**src/rtl/ssd_digit_mux.sv**
```systemverilog
// ssd_digit_mux
// Qualifies raw keypad presses and shifts each accepted key into a two-digit
// buffer. It also drives the SSD digit select and presents the selected
// digit nibble to disp_ctrl.
//
// Ports:
//   clk         system clock, all logic on the rising edge
//   rst         asynchronous, active-high reset
//   key_val     decoded key code from keypad_decoder
//   key_valid   high while keypad_decoder reports a pressed key
//   clear       single-cycle pulse, zeroes both digits on the next edge
//   auto_mux    1 = chip_sel toggled by the refresh counter, 0 = manual
//   sel_toggle  single-cycle pulse, toggles chip_sel in manual mode only
//   disp_val    selected digit nibble (left when chip_sel=1, else right)
//   chip_sel    digit select, 0 = right digit, 1 = left digit
//   key_event   one-cycle pulse when a key is accepted
//   digit_right most recently accepted key
//   digit_left  previously accepted key
module ssd_digit_mux #(
  parameter int CLK_FREQ   = 125_000_000,
  parameter int REFRESH_HZ = 1000,
  parameter int HOLD_MS    = 20
) (
  input  logic       clk,
  input  logic       rst,
  input  logic [3:0] key_val,
  input  logic       key_valid,
  input  logic       clear,
  input  logic       auto_mux,
  input  logic       sel_toggle,
  output logic [3:0] disp_val,
  output logic       chip_sel,
  output logic       key_event,
  output logic [3:0] digit_right,
  output logic [3:0] digit_left
);

  localparam int DIV  = CLK_FREQ / REFRESH_HZ;
  localparam int HOLD = (CLK_FREQ / 1000) * HOLD_MS;
  localparam int RW   = (DIV > 1) ? $clog2(DIV) : 1;
  localparam int HW   = $clog2(HOLD + 1);

  localparam logic [RW-1:0] REF_LAST  = RW'(DIV - 1);
  localparam logic [HW-1:0] HOLD_MAX  = HW'(HOLD);
  localparam logic [HW-1:0] HOLD_LAST = HW'(HOLD - 1);
  localparam logic [HW-1:0] CNT_ONE   = HW'(1);

  typedef enum logic [1:0] {
    IDLE,
    QUALIFY,
    CAPTURED,
    RELEASE
  } state_e;

  state_e        state_q, state_d;
  logic [3:0]    cand_q, cand_d;
  logic [HW-1:0] cnt_q, cnt_d;
  logic [3:0]    digit_right_q, digit_right_d;
  logic [3:0]    digit_left_q, digit_left_d;
  logic          key_event_q, key_event_d;
  logic          chip_sel_q, chip_sel_d;
  logic [RW-1:0] ref_cnt_q, ref_cnt_d;
  logic          capture;
  logic          ref_wrap;

  // State register and all datapath flops. Reset is asynchronous so a
  // partially qualified key is dropped the moment rst rises.
  always_ff @(posedge clk or posedge rst) begin
    if (rst) begin
      state_q       <= IDLE;
      cand_q        <= '0;
      cnt_q         <= '0;
      digit_right_q <= '0;
      digit_left_q  <= '0;
      key_event_q   <= 1'b0;
      chip_sel_q    <= 1'b0;
      ref_cnt_q     <= '0;
    end else begin
      state_q       <= state_d;
      cand_q        <= cand_d;
      cnt_q         <= cnt_d;
      digit_right_q <= digit_right_d;
      digit_left_q  <= digit_left_d;
      key_event_q   <= key_event_d;
      chip_sel_q    <= chip_sel_d;
      ref_cnt_q     <= ref_cnt_d;
    end
  end

  // Next-state logic of the key qualifier. The hold counter counts stable
  // cycles and reaching HOLD on this edge is what triggers the capture or
  // the return to IDLE. It never goes past HOLD.
  always_comb begin
    state_d = state_q;
    cand_d  = cand_q;
    cnt_d   = cnt_q;
    capture = 1'b0;
    case (state_q)
      IDLE: begin
        if (key_valid) begin
          state_d = QUALIFY;
          cand_d  = key_val;
          cnt_d   = CNT_ONE;
        end
      end
      QUALIFY: begin
        if (!key_valid) begin
          state_d = IDLE;
          cnt_d   = '0;
        end else if (key_val != cand_q) begin
          // A changing code restarts the window with the new candidate.
          cand_d = key_val;
          cnt_d  = CNT_ONE;
        end else if (cnt_q >= HOLD_LAST) begin
          state_d = CAPTURED;
          cnt_d   = HOLD_MAX;
          capture = 1'b1;
        end else begin
          cnt_d = cnt_q + CNT_ONE;
        end
      end
      CAPTURED: begin
        // Holding the key never re-captures, so there is no auto-repeat.
        if (!key_valid) begin
          state_d = RELEASE;
          cnt_d   = CNT_ONE;
        end
      end
      RELEASE: begin
        if (key_valid) begin
          // Release bounce: back to CAPTURED without a new capture.
          state_d = CAPTURED;
        end else if (cnt_q >= HOLD_LAST) begin
          state_d = IDLE;
          cnt_d   = HOLD_MAX;
        end else begin
          cnt_d = cnt_q + CNT_ONE;
        end
      end
      default: begin
        state_d = IDLE;
        cnt_d   = '0;
      end
    endcase
  end

  // Output and datapath logic: the digit shift register (clear has priority
  // over a coincident capture, but the event still pulses), the free-running
  // refresh counter, and the chip_sel toggling for both modes.
  always_comb begin
    digit_right_d = digit_right_q;
    digit_left_d  = digit_left_q;
    key_event_d   = capture;
    ref_wrap      = (ref_cnt_q == REF_LAST);
    ref_cnt_d     = ref_wrap ? '0 : ref_cnt_q + RW'(1);
    chip_sel_d    = chip_sel_q;

    if (clear) begin
      digit_right_d = '0;
      digit_left_d  = '0;
    end else if (capture) begin
      digit_left_d  = digit_right_q;
      digit_right_d = cand_q;
    end

    if (auto_mux) begin
      if (ref_wrap) chip_sel_d = ~chip_sel_q;
    end else if (sel_toggle) begin
      chip_sel_d = ~chip_sel_q;
    end
  end

  assign chip_sel    = chip_sel_q;
  assign key_event   = key_event_q;
  assign digit_right = digit_right_q;
  assign digit_left  = digit_left_q;
  assign disp_val    = chip_sel_q ? digit_left_q : digit_right_q;

endmodule

```
**config.mk**
```make
export PLATFORM = sky130hd
export DESIGN_NAME = ssd_digit_mux
export DESIGN_NICKNAME = d
export VERILOG_FILES = /design/src/rtl/ssd_digit_mux.sv
export SDC_FILE = /design/constraint.sdc
export NUM_CORES = 1
export LEC_CHECK = 0
export BUFFER_PORTS_ARGS = -buffer_cell sky130_fd_sc_hd__buf_2
export CAP_MARGIN = 10
export CORE_MARGIN = 2
export CORE_UTILIZATION = 60
export CTS_CLUSTER_DIAMETER = 60
export DETAILED_ROUTE_END_ITERATION = 10
export GPL_TIMING_DRIVEN = 0
export PLACE_DENSITY = 0.91
export SLEW_MARGIN = 20
export SYNTH_ARGS = -nofsm -noshare
export SYNTH_HDL_FRONTEND = slang
export SYNTH_SLANG_ARGS = --single-unit
```
**constraint.sdc**
```tcl
create_clock -name clk -period 3 [get_ports clk]
set_clock_uncertainty 0.2 [all_clocks]
set_input_delay 0.6 -clock clk [delete_from_list [all_inputs] [get_ports clk]]
set_output_delay 0.6 -clock clk [all_outputs]
set_load 0.01 [all_outputs]
```
After elaboration in Yosys (flattened, before gate mapping)
Cells that the tools add are included.
{ "op_classes": {"mul": 0, "addsub": 2, "div_mod_pow": 0, "bitwise": 1, "n_lt_le_gt_ge": 1, "n_mux": 32, "n_shift": 0, "n_eq_ne": 14, "n_reduce_logical": 8} }
{ "op_table": {"columns": ["op", "n"], "rows": [
  ["22-bit 2-to-1 mux", 6],
  ["22-bit one-hot mux with 4 select lines", 1],
  ["4-bit 2-to-1 mux", 8],
  ["22-bit by 1-bit adder with 22-bit output (second input constant)", 1],
  ["22-bit >= comparator (second input constant)", 1],
  ["17-bit by 1-bit adder with 17-bit output (second input constant)", 1],
  ["17-bit == test (second input constant)", 1],
  ["17-bit 2-to-1 mux", 1],
  ["2-bit 2-to-1 mux", 7],
  ["2-bit inequality test (second input constant)", 5],
  ["3-bit inequality test (second input constant)", 3],
  ["2-bit one-hot mux with 4 select lines", 1],
  ["4-bit one-hot mux with 2 select lines", 1],
  ["1-bit 2-to-1 mux", 7],
  ["2-bit nonzero test", 3],
  ["5-bit AND reduction", 1],
  ["2-bit == test (second input constant)", 2],
  ["4-bit inequality test", 1],
  ["4-bit AND reduction", 1],
  ["3-bit AND reduction", 1],
  ["2-bit by 1-bit == test with 1-bit output (second input constant)", 1],
  ["2-bit logical NOT", 1],
  ["2-bit by 1-bit inequality test with 1-bit output (second input constant)", 1],
  ["2-bit AND reduction", 1],
  ["1-bit NOT", 1]
]} }
{ "totals": {"mem_count": 0, "output_inout_bits": 14, "register_bits": 55, "ramBits": 0, "in_bits": 10, "elab_cells": 66, "latch_bits": 0, "mem_bits_ro": 0} }

Longest topological paths before layout
Gate-level depths: netlist of run 1.
{ "depth": {"depth_word": 7, "mapped_depth": 8} }

Least setup slack after synthesis of run 1
OpenSTA, ideal clock, no wires.
{ "synth_timing": {"path_type": "input port to flip-flop", "startpoint": "input port key_valid", "endpoint": "register cnt_q[15]", "arrival_ns": 1.897, "path_buffers": 2, "setup_slack_ns": 0.777, "setup_time_ns": 0.126, "t_required_ns": 2.674, "path_stages": 7, "cell_sequence": "clkbuf_1 nor2b_1 buf_2 and2_1 a22oi_2 nor2_1 a221o_1"} }
{ "synth_via": {"elab_chain_len": 2, "elab_cells_between_ends": 6, "classes_between": "eq/ne: 3; mux: 2; reduce/logical: 1"} }
{ "synth_rtl": {"columns": ["item", "line_no", "text"], "rows": [
  ["start, declared", "27", "input logic key_valid,"],
  ["22-bit 2-to-1 mux / 2-bit inequality test (equally long branches)", null, null],
  ["22-bit one-hot mux with 4 select lines / 3-bit AND reduction (equally long branches)", null, null],
  ["end signal, assigned", "81", "cnt_q <= cnt_d;"],
  ["end, declared", "57", "logic [HW-1:0] cnt_q, cnt_d;"]
]} }
Several ways; a longest one is shown, not always the timed one.
A chain may end at the register's enable or synchronous reset.

Worst setup path after layout of run 1
{ "layout_timing": {"startpoint": "register cnt_q[19]", "endpoint": "register digit_right_q[2], in the netlist digit_right[2]"} }
{ "layout_via": {"elab_chain_len": 6} }
{ "layout_rtl": {"columns": ["item", "line_no", "text"], "rows": [
  ["22-bit >= comparator", "114", "end else if (cnt_q >= HOLD_LAST) begin"],
  ["1-bit 2-to-1 mux", "114", null],
  ["1-bit 2-to-1 mux", "110", "end else if (key_val != cand_q) begin"],
  ["1-bit 2-to-1 mux", "107", "if (!key_valid) begin"],
  ["1-bit 2-to-1 mux", "98", "case (state_q)"],
  ["2-bit nonzero test (no source line)", null, null],
  ["end signal, assigned", "82", "digit_right_q <= digit_right_d;"],
  ["end, declared", "58", "logic [3:0] digit_right_q, digit_right_d;"]
]} }
Every way passes these cells.

==> results of run 1 <==
==> final cells by class <==
class                           instances  area share
Multi-Input combinational cell        228       0.460
Sequential cell                        55       0.423
Timing Repair Buffer                   21      0.0323
Tap cell                               67      0.0257
Clock buffer                            6      0.0223
Buffer                                 12      0.0196
Inverter                               10      0.0123
Clock inverter                          2     0.00500
==> flip-flops by register name, summed over array words and instances, names as in the netlist, named ones only <==
register     cells
cand_q           4
digit_left       4
key_event        1
cnt_q           22
state_q          1
digit_right      4
ref_cnt_q       17
chip_sel         1
==> power groups by stage <==
stage	Combinational [mW]	Sequential, mW	Clock [mW]
final	0.115	0.789	0.427
after global routing	0.127	0.790	0.460
after CTS	0.117	0.787	0.428
after detailed placement	0.116	0.802	0
after global placement	0.110	0.798	0
after floorplan	0.0795	0.795	0
==> layout by cell type, fill, tap and decap left out, types with 2 or more instances in the layout <==
master / n
nand4_1: 17
a21o_1: 2
clkbuf_1: 7
xnor2_1: 15
nor2b_1: 3
xor2_1: 10
nor3_1: 16
mux2_2: 8
and3_1: 6
inv_1: 9
nor2_1: 23
nor4_1: 4
and4_1: 4
a21oi_1: 18
a211o_1: 2
or3_1: 5
and2_1: 6
nand2_1: 15
ha_1: 2
a31oi_1: 6
o2bb2ai_1: 3
dfrtp_1: 55
and2_2: 2
nand3_1: 12
a22o_1: 5
o211ai_1: 2
clkbuf_8: 5
buf_6: 2
o21ai_0: 21
o31ai_1: 2
buf_2: 24
==> worst min path at each step <==
stage,end,slack [ps],cells past startpoint
4_1_cts,cand_q[2],210,2
2_1_floorplan,ref_cnt_q[8],260,1
5_1_grt,digit_right[3],240,2
3_3_place_gp,ref_cnt_q[4],280,1
6_report,digit_right[3],170,2
3_5_place_dp,ref_cnt_q[8],290,1
==> metal layers <==
layer,vias up,share of wire,track usage
met1,1269,0.44,0.347
met4,0,0.015,0.107
li1,1185,-,-
met2,90,0.50,0.395
met3,10,0.053,0.0556
met5,-,0,0
==> per-stage QoR <==
step	hold WS, ps	area [sq um]
2_1_floorplan	259	2980
3_3_place_gp	275	3160
3_5_place_dp	289	3170
4_1_cts	210	3260
5_1_grt	239	3260
6_report	172	3260
==> cell families after synthesis <==
kind of cell    after synthesis
simple gates                120
buf+inv                      22
fa+ha+maj                     2
mux                           9
compound gates               72
flops                        55
xor+xnor                     25
==> impl_metrics.ini, run 1 <==
[clocking]
cts-root-buf = clkbuf_8
cts_hold_buf = 0
cts_made_buffers = 5
postCtsSetupRepairBufs = 0
clkSlewWorstSetupHoldPaths_ps = 110
cts_tree = yes
htree_levels = 2
cts-resized-gates = 0
clockBufferDepth = 2
clk_latency_ps = 320
clkSinkCount = 55

[critical_path]
cp.depth = 6
startpoint = cnt_q[19]
start_kind = flop
cp_max_fo = 10
path_class = flop to flop
cp.arrival_ps = 2590
critical_path.top_delay_family = compound AO/OA/AOI/OAI gates
path_cells = or4_4 > a211o_1 > o22ai_2 > buf_6 > nand4_1 > a21oi_1
reg2reg_depth = 6
cpPeakStageDelay_ps = 590
crit_buf_inv = 1
cp_slowest_cell = or4_4
end_kind = flop
required_ps = 3050
r2r-start = cnt_q[19]
worstSetupEndpoint = digit_right[2]
r2r_slack_ps = 450
worstReg2RegEnd = digit_right[2]

[logic_synthesis]
synthMuxAreaShare = 0.0336
synth_area_leaders = dfrtp_1, xnor2_1, nand4_1
synth.avg_cell_area_sq_um = 9.76
synth-xor-area-share = 0.0736
synth_compound_area_frac = 0.162
synth-main-ff-cell = dfrtp_1
synth.net_count = 317
yosysMostFrequentCell = dfrtp_1
synth_edf_count = 0
ys_seq_area_frac = 0.463
yosysUniqueCellTypes = 50
ys_seq_elements = 55
synthAdderAreaFrac = 0.00841
synth_cells = 305
synth-async-reset-ratio = 1.00
synthSimpleGateAreaFrac = 0.225
netlist_top_cells_count = dfrtp_1, nor2_1, o21ai_0, a21oi_1, nand4_1
synth_top_area_share = 0.463
synth_top_cell_by_area = dfrtp_1
syn_area_sq_mm = 0.00298
yosys_warnings = 0
synth_top_family_by_area = simple AND/OR/NAND/NOR gates

[die]
dieArea_sq_mm = 0.00554
initial_core_util = 0.626
num_io_pins = 24
die-height_um = 74.4
die_width_um = 74.4
fp.coreArea_sq_mm = 0.00475
placementRows = 25

[placed_design]
port_buffers = 21
dp.cells = 393
dp_hpwl_um = 4580
gp_congestion = 0.941
preCtsSetupSlack_ps = 427

[pwr]
p_leak_nw = 1.36
comb_power_share = 0.087
p_clk_frac = 0.321
power_density_mw_per_mm2 = 409
power_switching_share = 0.271
p_seq_frac = 0.592
total_power_mw = 1.33
ir_worst_vdd_mv = 0.317
p_sw_uw = 360
power.internal_uw = 972

[sta]
post-route-period-util = 0.850
drv_slew = 0
final_hold_viol_count = 0
max_freq_ghz = 0.392
setup_ws_ps = 451
tns_ps = 0
setup_violations = 0
period_needed_ps = 2550
tightest_slew_ps = 887
relSlewSlack = 0.404
rsz0062_at_grt = false

[grt]
grt_max_degree = 56
track_usage = 0.254
first_global_vias = 2342
antenna_found_initial = 0
grt_overflow = 0
grt_pass1_wl_um = 10900

[routing]
avgRoutedWirePerCell_um = 16.8
first_iter_violations = 229
drc = 0
via_count = 2554
via_per_inst = 6.37
wirelength_um = 6740
ant_nets = 0
firstDrtPassIters = 5

[final_layout]
drive_gt1_frac = 0.159
multi_input_area_sq_mm = 0.00150
fin_util = 0.685
register_area_sq_mm = 0.00138
areaGrowthSynthToFinish_pct = 9.42
diodes = 0
n_fill_cell = 355
final_cells = 401
fin_nets = 345

[outcome]
status = completed

[flow_run]
max_cap_viol_count = 0

[worst_hold_path]
min_path_type = primary input to async pin
Power figures use the tool's default switching activity.
==> run 2: changes to the inputs <==
CORE_UTILIZATION = 54   (was 60)
PLACE_DENSITY = 0.87   (was 0.91)
clock period = 2.28 ns   (was 3 ns; I/O delays follow)
==> impl_metrics.ini, run 2 (synthesis results as in run 1) <==
[routing]
drc = 0
via_per_inst = 6.47
first_iter_violations = 283
firstDrtPassIters = 5
ant_nets = 0
via_count = 2732
avgRoutedWirePerCell_um = 18.7
wirelength_um = 7900

[worst_hold_path]
min_path_type = primary input to async pin

[critical_path]
required_ps = 2280
cp_slowest_cell = or4_4
r2r-start = cnt_q[20]
path_class = flop to flop
cpPeakStageDelay_ps = 560
r2r_slack_ps = -70
cp_max_fo = 5
cp.arrival_ps = 2350
path_cells = or4_4 > a211o_4 > o22ai_4 > buf_4 > nor4_1 > a221o_1
reg2reg_depth = 6
end_kind = flop
worstReg2RegEnd = cnt_q[15]
start_kind = flop

[placed_design]
gp_congestion = 0.888
dp_hpwl_um = 4510
port_buffers = 21
preCtsSetupSlack_ps = -162

[final_layout]
mostFrequentLayoutCells = dfrtp_1, buf_2, nor2_1
top_register = cnt_q
n_fill_cell = 407
diodes = 0
layout_commonest_cell = dfrtp_1
fin_nets = 361
areaGrowthSynthToFinish_pct = 19.3
largest_reg_flops = 22
fin_util = 0.656
drive_gt1_frac = 0.257
top_regs = cnt_q: 22 flops, ref_cnt_q: 17 flops

[clocking]
cts_made_buffers = 5
clk_latency_ps = 320
cts-root-buf = clkbuf_8
clkSlewWorstSetupHoldPaths_ps = 110
cts_hold_buf = 0
htree_levels = 2
cts_tree = yes
clkSinkCount = 55
clockBufferDepth = 2

[die]
fp.coreArea_sq_mm = 0.00541
initial_core_util = 0.550
die_width_um = 78.2
num_io_pins = 24
placementRows = 27
dieArea_sq_mm = 0.00612
die-height_um = 78.2

[sta]
rsz0062_at_grt = true
tightest_slew_ps = 702
period_needed_ps = 2350
drv_slew = 0
final_hold_viol_count = 0
max_freq_ghz = 0.425
setup_ws_ps = -73.0
post-route-period-util = 1.03
setup_violations = 17
relSlewSlack = 0.532

[outcome]
status = finished, violations left
violations = negative setup slack

[grt]
grt_pass1_wl_um = 11800
grt_overflow = 0
antenna_found_initial = 0
track_usage = 0.237
first_global_vias = 2513
grt_max_degree = 56

[flow_run]
max_cap_viol_count = 0

[pwr]
ir_worst_vdd_mv = 0.480
p_leak_nw = 1.47
power_density_mw_per_mm2 = 502
[run 2: changes by cell type in the layout (fill, tap and decap cells not counted), moves of 5 or more]
cell / previous run / this run
a21oi_1: 18 / 13
o21ai_0: 21 / 12
o21ai_1: 0 / 6
a21oi_2: 0 / 5
buf_4: 0 / 13
[run 2: worst max-delay path by stage]
stage | from | end | slack, ps | depth (start not counted)
floorplan | cnt_q[19] | cnt_q[0] | 100 | 6
global placement | rst | digit_right[1] | -400 | 2
detailed placement | key_val[3] | cnt_q[19] | -160 | 7
CTS | cnt_q[20] | cnt_q[0] | -30 | 6
global route | cnt_q[20] | cnt_q[15] | -110 | 6
finish | cnt_q[20] | cnt_q[15] | -70 | 6
[run 2: per-stage QoR]
stage | std cells | setup TNS (ps) | power, mW | area (sq um) | hold WS, ps
after CTS | 411 | -44.2 | 1.77 | 3350 | 72.2
after global routing | 422 | -1670 | 1.85 | 3550 | 99.9
final | 422 | -414 | 1.78 | 3550 | 45.9
after global placement | 398 | -23550 | 1.19 | 3170 | 281
after floorplan | 305 | 0 | 1.15 | 2980 | 259
after detailed placement | 398 | -2750 | 1.20 | 3170 | 289
[run 2: power breakdown]
part | leakage [nW] | switching, mW | total, mW | internal (mW)
combinational | 0.691 | 0.103 | 0.170 | 0.0673
clock | 0.0463 | 0.353 | 0.579 | 0.226
sequential | 0.735 | 0.0355 | 1.03 | 0.998
[run 2: worst max-delay path: cells and delay by family, from the launching register on]
family | cells | cell delay (ps)
AO/OA/AOI/OAI | 3 | 850
AND/OR/NAND/NOR | 2 | 600
flip-flops | 1 | 420
buffers and inverters | 1 | 170
[run 2: area by class of cell]
class / instances / area (sq um) / share of cell area
well taps: 72 / 90.1 / 0.0254
repair buffers: 36 / 229 / 0.0645
clock buffers: 5 / 68.8 / 0.0194
multi-input cells: 230 / 1650 / 0.465
plain buffers: 11 / 66.3 / 0.0187
flip-flops and latches: 55 / 1380 / 0.388
clock inverters: 3 / 27.5 / 0.00776
inverters: 10 / 40.0 / 0.0113
[run 2: routing by layer]
layer	part of all wire	global-route usage	wire length, um	up-vias
met5	0	0	0	-
met4	0.036	0.0596	284	0
met3	0.075	0.0460	589	34
met2	0.49	0.394	3850	161
met1	0.40	0.323	3170	1313
li1	-	-	-	1224
[run 2: timing repair]
| item | in CTS | in global routing |
|---|---|---|
| pin swaps | 4 | 10 |
| resized for setup | 9 | 36 |
| endpoints found under the setup margin | 30 | 29 |
| cloned | 1 | 3 |
| buffers inserted | 4 | 9 |
| endpoints found under the hold margin | 0 | 0 |
